**src/rtl/ctr_session_arbiter.sv**
```systemverilog
// ctr_session_arbiter
//   Round-robin arbiter that shares one up/down counter game between
//   NUM_PLAYERS requesters. For each granted player it loads the player's
//   initial value with a one-cycle INIT pulse. It then drives the player's
//   count mode until the counter reports WINNER or LOSER, or until the run
//   length reaches MAX_RUN. The session outcome is returned with a one-cycle
//   done pulse.
//
// Ports
//   clock, reset_n       clock; asynchronous active-low reset
//   req                  per-player level request, held until granted
//   req_control          per-player 2-bit count mode, player i at [2i+1:2i]
//   req_init             per-player initial value, packed like req_control
//   gnt                  one-hot grant, high for the whole session
//   done                 one-hot, one-cycle session-complete pulse
//   result               00 timeout, 01 loser, 10 winner (valid with done)
//   busy                 high whenever the arbiter is not idle
//   ctr_init             counter INIT load pulse
//   ctr_initial_value    counter initial_value
//   ctr_control          counter control
//   ctr_winner/ctr_loser counter event pulses
module ctr_session_arbiter #(
  parameter int unsigned NUM_PLAYERS  = 4,
  parameter int unsigned COUNTER_SIZE = 3,
  parameter int unsigned MAX_RUN      = 16
) (
  input  logic                                clock,
  input  logic                                reset_n,
  input  logic [NUM_PLAYERS-1:0]              req,
  input  logic [2*NUM_PLAYERS-1:0]            req_control,
  input  logic [COUNTER_SIZE*NUM_PLAYERS-1:0] req_init,
  output logic [NUM_PLAYERS-1:0]              gnt,
  output logic [NUM_PLAYERS-1:0]              done,
  output logic [1:0]                          result,
  output logic                                busy,
  output logic                                ctr_init,
  output logic [COUNTER_SIZE-1:0]             ctr_initial_value,
  output logic [1:0]                          ctr_control,
  input  logic                                ctr_winner,
  input  logic                                ctr_loser
);

  localparam int unsigned IW = (NUM_PLAYERS > 1) ? $clog2(NUM_PLAYERS) : 1;
  localparam logic [7:0]  RUN_LAST    = 8'(MAX_RUN - 1);
  localparam logic [1:0]  RES_TIMEOUT = 2'b00;
  localparam logic [1:0]  RES_LOSER   = 2'b01;
  localparam logic [1:0]  RES_WINNER  = 2'b10;

  typedef enum logic [1:0] {
    S_IDLE   = 2'd0,
    S_LOAD   = 2'd1,
    S_RUN    = 2'd2,
    S_REPORT = 2'd3
  } state_t;

  state_t                  state;
  logic [IW-1:0]           rr_ptr;
  logic [IW-1:0]           cur_idx;
  logic [1:0]              lat_control;
  logic [COUNTER_SIZE-1:0] lat_init;
  logic [1:0]              pend_result;
  logic [7:0]              run_cnt;

  // Per-player views of the packed request fields.
  logic [1:0]              ctl_arr  [NUM_PLAYERS];
  logic [COUNTER_SIZE-1:0] init_arr [NUM_PLAYERS];

  for (genvar g = 0; g < NUM_PLAYERS; g++) begin : g_unpack
    assign ctl_arr[g]  = req_control[2*g +: 2];
    assign init_arr[g] = req_init[COUNTER_SIZE*g +: COUNTER_SIZE];
  end

  // Round-robin pick: first requester strictly after rr_ptr, wrapping.
  logic          pick_valid;
  logic [IW-1:0] pick_idx;

  always_comb begin
    logic [IW-1:0] cand;
    pick_valid = 1'b0;
    pick_idx   = '0;
    cand       = '0;
    for (int unsigned k = 1; k <= NUM_PLAYERS; k++) begin
      cand = IW'((32'(rr_ptr) + k) % NUM_PLAYERS);
      if (!pick_valid && req[cand]) begin
        pick_valid = 1'b1;
        pick_idx   = cand;
      end
    end
  end

  always_ff @(posedge clock or negedge reset_n) begin
    if (!reset_n) begin
      state             <= S_IDLE;
      rr_ptr            <= IW'(NUM_PLAYERS - 1);
      cur_idx           <= '0;
      lat_control       <= '0;
      lat_init          <= '0;
      pend_result       <= RES_TIMEOUT;
      run_cnt           <= '0;
      gnt               <= '0;
      done              <= '0;
      result            <= RES_TIMEOUT;
      busy              <= 1'b0;
      ctr_init          <= 1'b0;
      ctr_initial_value <= '0;
      ctr_control       <= '0;
    end else begin
      ctr_init <= 1'b0;
      done     <= '0;
      case (state)
        S_IDLE: begin
          if (pick_valid) begin
            cur_idx       <= pick_idx;
            lat_control   <= ctl_arr[pick_idx];
            lat_init      <= init_arr[pick_idx];
            gnt[pick_idx] <= 1'b1;
            busy          <= 1'b1;
            state         <= S_LOAD;
          end
        end
        S_LOAD: begin
          ctr_init          <= 1'b1;
          ctr_initial_value <= lat_init;
          ctr_control       <= lat_control;
          run_cnt           <= '0;
          state             <= S_RUN;
        end
        S_RUN: begin
          run_cnt <= run_cnt + 8'd1;
          // Loser beats winner, and any event beats the timeout.
          if (ctr_loser) begin
            pend_result <= RES_LOSER;
            state       <= S_REPORT;
          end else if (ctr_winner) begin
            pend_result <= RES_WINNER;
            state       <= S_REPORT;
          end else if (run_cnt == RUN_LAST) begin
            pend_result <= RES_TIMEOUT;
            state       <= S_REPORT;
          end
        end
        S_REPORT: begin
          gnt         <= '0;
          done        <= gnt;
          result      <= pend_result;
          rr_ptr      <= cur_idx;
          ctr_control <= '0;
          busy        <= 1'b0;
          state       <= S_IDLE;
        end
        default: state <= S_IDLE;
      endcase
    end
  end

endmodule

```
**config.mk**
```make
export PLATFORM = sky130hd
export DESIGN_NAME = ctr_session_arbiter
export DESIGN_NICKNAME = d
export VERILOG_FILES = /design/src/rtl/ctr_session_arbiter.sv
export SDC_FILE = /design/constraint.sdc
export NUM_CORES = 1
export LEC_CHECK = 0
export ABC_AREA = 1
export BUFFER_PORTS_ARGS = -buffer_cell sky130_fd_sc_hd__buf_4
export CAP_MARGIN = 20
export CORE_UTILIZATION = 49
export DETAILED_ROUTE_END_ITERATION = 8
export GPL_TIMING_DRIVEN = 0
export PLACE_DENSITY = 0.76
export SLEW_MARGIN = 10
export SYNTH_ARGS = -nofsm -noshare
export SYNTH_HDL_FRONTEND = slang
export SYNTH_SLANG_ARGS = --single-unit
```
**constraint.sdc**
```tcl
create_clock -name clock -period 1.8 [get_ports clock]
set_clock_uncertainty 0.05 [all_clocks]
set_input_delay 0 -clock clock [delete_from_list [all_inputs] [get_ports clock]]
set_output_delay 0 -clock clock [all_outputs]
set_load 0.02 [all_outputs]
```
## Yosys cells after proc, flatten, opt, wreduce, memory -nomap -nowiden

Index checks and enable logic that the tools add are counted.

| word-level totals | value |
|---|---|
| bits in registers | 38 |
| word-level logic and storage cells | 90 |

| cells by class | value |
|---|---|
| $add $sub $neg | 5 |
| magnitude comparators | 7 |
| eq/ne operators | 6 |
| mux-type cells | 40 |
| bitwise gates (word level) | 2 |
| reduce and logical (&&, ||, !) cells | 16 |

Operators by type and width:

| cell | number |
|---|---|
| $mux 2 | 13 |
| $pmux 8 s2 | 1 |
| $lt 2x3->1 const B | 5 |
| $mux 1 | 11 |
| $add 8x1->8 const B | 1 |
| $bmux 1 s2 | 4 |
| $eq 8x4->1 const B | 1 |
| $mux 4 | 2 |
| $pmux 2 s4 | 1 |
| $pmux 4 s2 | 1 |
| $reduce_and 2->1 | 4 |
| $bmux 3 s2 | 1 |
| $mux 3 | 2 |
| $reduce_bool 2->1 | 3 |
| $add 2x1->2 const B | 2 |
| $add 2x2->2 const B | 2 |
| $bmux 2 s2 | 1 |
| $eq 2x2->1 const B | 2 |
| $logic_and 1x1->1 | 4 |
| $ne 4x4->1 const B | 1 |
| $or 4x4->4 | 1 |
| $pmux 2 s2 | 1 |
| $ge 3x3->1 const B | 1 |
| $logic_not 1->1 | 3 |
| 8 further kinds | 8 |

## Depth between registers and ports, before layout

Gate-level depths: netlist of the first run.

| logic depth | value |
|---|---|
| word-level depth | 20 |
| gate-level depth with buffers | 17 |
| mapped depth without buffers | 15 |

## Worst setup path after synthesis of the first run

Ideal clock, no wire load.

| path | value |
|---|---|
| kind | reg-to-reg |
| start point | reg rr_ptr[0] |
| end point | reg lat_control[0] |
| arrival time | 1.675 ns |
| required time | 1.634 ns |
| slack | -0.042 ns |
| stages on the path, launching flop included | 15 |
| path buffers | 1 |
| cell sequence | dfstp_2 -> buf_6 -> inv_6 -> nand2_1 -> nand2_2 -> nand2_4 -> nand2_4 -> nor3_4 -> nand3_1 -> nand2_2 -> inv_2 -> nand2_1 -> nand2_1 -> nand2_1 -> nand2_1 |

| between the ends | value |
|---|---|
| cells in the longest elaborated chain, start to end | 17 |
| elaborated cells on any way between the ends | 31 |
| those cells by class | 4 x add/sub; 19 x mux; 1 x bitwise; 7 x reduce/logical |

Ends and longest elaborated chain:

| element | line | RTL |
|---|---|---|
| start: declaration | 57 | `logic [IW-1:0] rr_ptr;` |
| start signal: assignment | 94 | `rr_ptr <= IW'(NUM_PLAYERS - 1);` |
| start signal: assignment | 146 | `rr_ptr <= cur_idx;` |
| $add 2x1->2 | 83 | `cand = IW'((32'(rr_ptr) + k) % NUM_PLAYERS);` |
| $bmux 1 s2 | 84 | `if (!pick_valid && req[cand]) begin` |
| $mux 1 (not written as such) | 84 |  |
| $mux 1 | 84 |  |
| $logic_not 1->1 | 84 |  |
| $logic_and 1x1->1 | 84 |  |
| $mux 1 | 84 |  |
| $logic_not 1->1 | 84 |  |
| $logic_and 1x1->1 | 84 |  |
| $mux 1 | 84 |  |
| $logic_not 1->1 | 84 |  |
| $logic_and 1x1->1 | 84 |  |
| $mux 2 | 84 |  |
| $not 2->3 (not written as such) | 114 | `lat_control <= ctl_arr[pick_idx];` |
| $bmux 2 s2 | 114 |  |
| $mux 2 (not written as such) (2 in series) | 114 |  |
| end signal: assignment | 114 |  |
| end: declaration | 59 | `logic [1:0] lat_control;` |

Parallel ways exist; a longest one is shown, timed or not. The select of a mux whose other input is x is not followed.
A chain may end at the register's enable or synchronous reset.

## Worst setup path after layout of the first run

| path | value |
|---|---|
| start point | reg rr_ptr[0] |
| end point | reg lat_init[1] |

| between the ends | value |
|---|---|
| cells in the longest elaborated chain, start to end | 17 |
| elaborated cells on any way between the ends | 31 |
| those cells by class | 4 x add/sub; 19 x mux; 1 x bitwise; 7 x reduce/logical |

Ends and longest elaborated chain:

| element | line | RTL |
|---|---|---|
| $add 2x1->2 | 83 |  |
| $bmux 1 s2 | 84 |  |
| $mux 1 (not written as such) | 84 |  |
| $mux 1 | 84 |  |
| $logic_not 1->1 | 84 |  |
| $logic_and 1x1->1 | 84 |  |
| $mux 1 | 84 |  |
| $logic_not 1->1 | 84 |  |
| $logic_and 1x1->1 | 84 |  |
| $mux 1 | 84 |  |
| $logic_not 1->1 | 84 |  |
| $logic_and 1x1->1 | 84 |  |
| $mux 2 | 84 |  |
| $not 2->3 (not written as such) | 115 | `lat_init <= init_arr[pick_idx];` |
| $bmux 3 s2 | 115 |  |
| $mux 3 (not written as such) (2 in series) | 115 |  |
| end signal: assignment | 115 |  |
| end: declaration | 60 | `logic [COUNTER_SIZE-1:0] lat_init;` |

Parallel ways exist; a longest one is shown, timed or not. The select of a mux whose other input is x is not followed.

==> summary.md, run 1 <==
| Metric | Value |
|---|---|
| Outcome | `finished with violations` |
| Failing checks | `setup timing` |
| Top cells by area, synth | `dfrtp_1, nand2_1, nand3_1` |
| Ports | `45` |
| Layout cells sized above 1 | `35.59%` |
| Mapped Avg Cell Area | `7.689 um2` |
| Sw frac | `45.10%` |
| CTS Buffer Depth | `2` |
| CTS Sinks | `38` |
| Inst Count DP | `370` |
| Row cnt | `23` |
| Post-DP HPWL | `3.343 mm` |
| Max_slew headroom | `68.49%` |
| Register area | `953.4 um2` |
| Dominant synthesized flop cell | `dfrtp_1` |
| EDFF count, synth | `0` |
| DR pass1 iterations | `7` |
| Crit-path max FO | `10` |
| Overflow after GRT | `0` |
| Yosys top cell area share | `42.45%` |
| Clk pin slew, worst setup/hold paths | `0.07 ns` |
| First-pass GRT wire length | `7.803 mm` |
| WL/cell | `12.29 um` |
| WS Path Type | `register to register` |
| Number of global-route vias before repair | `1903` |
| Initial Utilization | `51.93%` |
| Final Setup Violations | `14` |
| Routed wire length | `4.965 mm` |
| Overall routing resource usage | `22.93%` |
| Min Clock Period, post-route | `2.027 ns` |
| Final hold vios | `0` |
| Fillers | `322` |
| Fmax | `0.4933 GHz` |
| Gpl congestion | `0.8321` |
| Final non-filler cell total | `404` |
| YS warnings | `0` |
| Post-Place Cell Area | `2527 um2` |
| Seq pwr share | `22.8%` |
| Net Sw Power | `2734 uW` |
| Detailed Route Iter0 Violations | `81` |
| Tcrit/Tclk final | `112.6%` |
| Die width | `67.81 um` |
| Post-route cell area | `3005 um2` |
| Hold WC Path Type | `primary input to register` |
| Synth unique cells | `31` |
| I/O Buffers | `44` |
| Die Y-Extent | `67.81 um` |
| Arrival time worst endpoint | `2.16 ns` |
| Die ar. | `4598 um2` |
| Nets@finish | `388` |
| # H-tree levels | `2` |
| Clock Latency Late Sink | `0.29 ns` |
| DR vias/cell | `5.017` |
| Worst-Margin Slew | `0.4726 ns` |
| Post-synth top area cell | `dfrtp_1` |
| Max-Cap Viols | `0` |
| CTS Buf Count | `5` |
| Core Footprint | `4086 um2` |
| Net Count, Synth | `310` |
| Combinational Power Share | `64.9%` |
| Residual DRC count | `0` |
| Area Growth Syn to Fin | `41.63%` |
| CTS tree | `yes` |
| Crit path capture type | `register` |
| Final core occ | `73.55%` |
| Synthesis-stage register bit count | `38` |
| Synthesized cell area | `2122 um2` |
| Top-count cell post-synth | `nand2_1` |
| Clock Power Share | `12.2%` |
| Root buf cell | `clkbuf_8` |
| FFs w/ async S/R, synth | `100.0%` |
| Pint | `3328 uW` |
| Vias | `2027` |
| Mapped Cells | `276` |
| Pwr/cell area | `2017 nW/um2` |
| Multi-input gate area | `1165 um2` |
| Initial antenna violation count | `0` |
| Register area share after synthesis | `44.93%` |
| N_diodes | `0` |
| Largest net degree at the start of global routing | `39` |
| Slew Viols, Final | `0` |
| Final worst setup slack | `-0.2272 ns` |
| Post-DRT Antenna Nets | `0` |
| Startpoint types | `register` |
| Commonest cells in the synthesized netlist | `nand2_1, dfrtp_1, inv_1, nand3_1, nand4_1` |
| Required @ worst endpoint | `1.93 ns` |
| VDD IR max | `1076 uV` |
| Leakage | `0.001624 uW` |
| RSZ-0062 raised after global routing | `yes` |
==> critical path, cell delays in order, from the launching register on <==
cell     delay (ns)
dfstp_2        0.53
buf_6          0.14
inv_8          0.06
nand2_4        0.06
nand2_4        0.07
nand2_4        0.08
nand2_4        0.08
nor2_4         0.10
nand4_1        0.18
buf_4          0.23
nand4_1        0.07
nand2_1        0.06
nand2_1        0.06
nand2_1        0.05
nand2_1        0.06
nand2_1        0.05
==> cell families after synthesis <==
family	count (synthesis)	share of synthesized area, %
buf+inv	33	6.957
flops	38	44.93
compound gates	23	6.191
simple gates	175	37.97
fa+ha+maj	6	3.538
xor+xnor	1	0.4128
==> registers in the layout, indices dropped and copies added, names as in the netlist <==
name and count:
run_cnt 8, rr_ptr 2, busy 1, ctr_init 1, lat_init 3, ctr_control 2, gnt 4, result 2
state 2, done 4, cur_idx 2, ctr_initial_value 3, pend_result 2, lat_control 2
==> what timing repair did <==
item	in CTS	in global routing
setup buffers	8	14
pin swaps	5	10
hold buffers	4	0
gates cloned	1	0
gates resized for setup	16	25
setup endpoints to repair	13	17
endpoints found under the hold margin	40	0
==> cells in the final DEF (no fill, tap or decap), types with 7 or more instances in the layout <==
master	count
o21ai_0	7
nand4_1	11
nand2_2	8
dfrtp_1	36
buf_4	66
nand2_4	13
inv_1	19
nand3_1	12
nand2_1	106
==> path summary, 6_finish.rpt <==
path,from,endpoint,slack [ns],cells past startpoint
setup / recovery,rr_ptr[0]$_DFFE_PN1P_,lat_init[1]$_DFFE_PN0P_,-0.23,15
setup reg to reg,rr_ptr[0]$_DFFE_PN1P_,lat_init[1]$_DFFE_PN0P_,-0.23,15
max in group asynchronous,reset_n,rr_ptr[1]$_DFFE_PN1P_,1.18,2
hold / removal,req_control[6],lat_control[0]$_DFFE_PN0P_,0.04,7
min in group asynchronous,reset_n,result[1]$_DFFE_PN0P_,0.16,2
hold reg to reg,result[1]$_DFFE_PN0P_,result[1]$_DFFE_PN0P_,0.43,2
==> stage by stage <==
step                      setup WS, ns  total power [uW]   TNS, ns  hold WS, ns
final                          -0.2272              6062    -1.936      0.04297
after detailed placement       -0.2473              4342    -2.272     -0.05412
after CTS                      -0.1954              5515    -1.630      0.04281
after global placement         -0.2120              4271    -1.819     -0.05911
after global routing           -0.3639              6556    -3.566      0.09515
after floorplan               -0.01490              3594  -0.07452      -0.3456
==> per-layer routing <==
| metal | vias up | global-route usage (%) | routed length, um | part of all wire (%) |
|---|---|---|---|---|
| li1 | 1040 | - | - | - |
| met1 | 926 | 26.59 | 2199 | 44 |
| met2 | 53 | 40.35 | 2480 | 50 |
| met3 | 8 | 5.574 | 208 | 4.2 |
| met4 | 0 | 8.854 | 77 | 1.6 |
| met5 | - | 0 | 0 | 0 |
==> final cells by class <==
cell class                      instances  area share [%]
Timing Repair Buffer                   71           18.44
Clock inverter                          1          0.9992
Multi-Input combinational cell        205           38.76
Clock buffer                            6           2.748
Tap cell                               50           2.082
Sequential cell                        38           31.72
Inverter                               27           3.705
Buffer                                  6           1.540
==> power by group through the flow <==
stage,registers [uW],clock network [uW],logic [uW]
6_report,1380,742,3940
3_3_place_gp,1380,0,2890
3_5_place_dp,1390,0,2950
4_1_cts,1380,748,3390
2_1_floorplan,1520,0,2080
5_1_grt,1420,786,4350
(Power assumes the default switching activity.)
==> run 2, diff against run 1 <==
--- a/config.mk
+++ b/config.mk
@@ -8,10 +8,10 @@
 export ABC_AREA = 1
 export BUFFER_PORTS_ARGS = -buffer_cell sky130_fd_sc_hd__buf_4
 export CAP_MARGIN = 20
-export CORE_UTILIZATION = 49
+export CORE_UTILIZATION = 58
 export DETAILED_ROUTE_END_ITERATION = 8
 export GPL_TIMING_DRIVEN = 0
-export PLACE_DENSITY = 0.76
+export PLACE_DENSITY = 0.84
 export SLEW_MARGIN = 10
 export SYNTH_ARGS = -nofsm -noshare
 export SYNTH_HDL_FRONTEND = slang
==> constraint.sdc (replaced) <==
create_clock -name clock -period 2.43 [get_ports clock]
set_clock_uncertainty 0.05 [all_clocks]
set_input_delay 0 -clock clock [delete_from_list [all_inputs] [get_ports clock]]
set_output_delay 0 -clock clock [all_outputs]
set_load 0.02 [all_outputs]
==> summary.md, run 2 (same netlist as run 1, synthesis figures left out) <==
| Metric | Value |
|---|---|
| Startpoint types | `register` |
| Required @ worst endpoint | `2.67 ns` |
| Slew Viols, Final | `0` |
| Root buf cell | `clkbuf_4` |
| Clock Latency Late Sink | `0.35 ns` |
| Residual DRC count | `0` |
| VDD IR max | `1057 uV` |
| Inst Count DP | `366` |
| DR pass1 iterations | `4` |
| Clock Power Share | `11.7%` |
| Layout cells sized above 1 | `24.18%` |
| I/O Buffers | `44` |
| RSZ-0062 raised after global routing | `no` |
| # H-tree levels | `2` |
| Row cnt | `21` |
| Tot Pwr | `3622 uW` |
| Vias | `1923` |
| Post-DP HPWL | `3.237 mm` |
| Area Growth Syn to Fin | `25.12%` |
| # resized after CTS | `0` |
| Overall routing resource usage | `24.74%` |
| Final non-filler cell total | `381` |
| Regs by FF count | `run_cnt: 8 flops, done: 4 flops, gnt: 4 flops` |
| First-pass GRT wire length | `7.728 mm` |
| Pint | `1881 uW` |
| Worst-Margin Slew | `0.4589 ns` |
| Fmax | `0.4459 GHz` |
| Min Clock Period, post-route | `2.243 ns` |
| Final hold vios | `0` |
| Setup TNS | `0 ns` |
| WL/cell | `11.36 um` |
| Max_slew headroom | `69.41%` |
| Die width | `62.49 um` |
| Initial Utilization | `62.12%` |
| WS Path Type | `register to register` |
| Seq pwr share | `28.0%` |
| Most frequent cells in the layout | `nand2_1, buf_4, dfrtp_1` |
| Gpl congestion | `0.8031` |
| Fillers | `266` |
| Hold WC Path Type | `primary input to register` |
| CTS tree | `yes` |
| Largest net degree at the start of global routing | `39` |
| Overflow after GRT | `0` |
| Arrival time worst endpoint | `2.48 ns` |
| Post-CTS Setup Bufs | `0` |
| Crit path capture type | `register` |
| Max-Cap Viols | `0` |
| CTS Sinks | `38` |
| DR vias/cell | `5.047` |
| Final Setup Violations | `0` |
| Biggest register | `run_cnt` |
| Ports | `45` |
| CTS Buffer Depth | `2` |
| Pwr/cell area | `1364 nW/um2` |
| Combinational Power Share | `60.3%` |
| Crit-path max FO | `7` |
| Number of global-route vias before repair | `1862` |
| Detailed Route Iter0 Violations | `67` |
| Tcrit/Tclk final | `92.29%` |
| N_diodes | `0` |
| Die Y-Extent | `62.49 um` |
| Core Footprint | `3416 um2` |
| Max reg flops | `8` |
| Hold slack | `0.006890 ns` |
| Routed wire length | `4.328 mm` |
| Commonest non-fill, non-tap cell in the layout | `nand2_1` |
| Die ar. | `3904 um2` |
| Net Sw Power | `1741 uW` |
| Clk pin slew, worst setup/hold paths | `0.12 ns` |
| Initial antenna violation count | `0` |
| Outcome | `finished clean` |
| Leakage | `0.001453 uW` |
| CTS Buf Count | `5` |
| Sw frac | `48.07%` |
| Post-DRT Antenna Nets | `0` |
| Nets@finish | `368` |
[run 2: through the flow]
| step | util [%] | setup slack (ns) | cell area (um2) |
|---|---|---|---|
| floorplan | - | 0.5881 | 2122 |
| global placement | 73.48 | 0.3903 | 2510 |
| detailed placement | 73.48 | 0.3740 | 2510 |
| CTS | 77.73 | 0.1973 | 2655 |
| global route | 77.73 | 0.04360 | 2655 |
| finish | 77.73 | 0.1873 | 2655 |
[run 2: layout make-up]
cell class / instances / area [um2] / share of cell area [%]
multi-input cells: 205 / 1021 / 38.45
flip-flops and latches: 38 / 953.4 / 35.91
repair buffers: 51 / 400.4 / 15.08
inverters: 27 / 106.4 / 4.006
well taps: 46 / 57.56 / 2.168
clock buffers: 7 / 45.04 / 1.697
plain buffers: 6 / 41.29 / 1.555
clock inverters: 1 / 30.03 / 1.131
[run 2: what timing repair did]
item	CTS	global route
endpoints found under the setup margin	0	0
hold buffers	7	0
endpoints found under the hold margin	42	0
[run 2: power groups by stage]
stage / registers (uW) / clock network, uW / logic (uW)
CTS: 1010 / 427 / 2190
floorplan: 1120 / 0 / 1520
global placement: 1020 / 0 / 2120
global route: 1040 / 456 / 2470
detailed placement: 1030 / 0 / 2160
finish: 1010 / 425 / 2180
[run 2: final timing paths]
check,from,to,slack [ns],cells after the start
min in group asynchronous,reset_n,result[1]$_DFFE_PN0P_,0.09,2
setup / recovery,state[0]$_DFFE_PN0P_,pend_result[1]$_DFFE_PN0P_,0.19,6
hold / removal,req_init[10],lat_init[1]$_DFFE_PN0P_,0.007,7
max in group asynchronous,reset_n,rr_ptr[1]$_DFFE_PN1P_,1.89,2
hold reg to reg,result[0]$_DFFE_PN0P_,result[0]$_DFFE_PN0P_,0.43,2
setup reg to reg,state[0]$_DFFE_PN0P_,pend_result[1]$_DFFE_PN0P_,0.19,6
[run 2: worst max-delay path, cell delays in order (launching register included)]
cell and delay, ns:
dfrtp_1 0.44, inv_1 0.12, ha_1 0.31, nand3_1 0.10, dlygate4sd3_1 0.57, nand2_1 0.06, dlygate4sd3_1 0.55
[run 2: per-layer routing]
metal	wire (um)	track usage [%]
met5	0	0
met4	33	5.523
met3	210	6.204
met2	2058	44.02
met1	2026	30.00
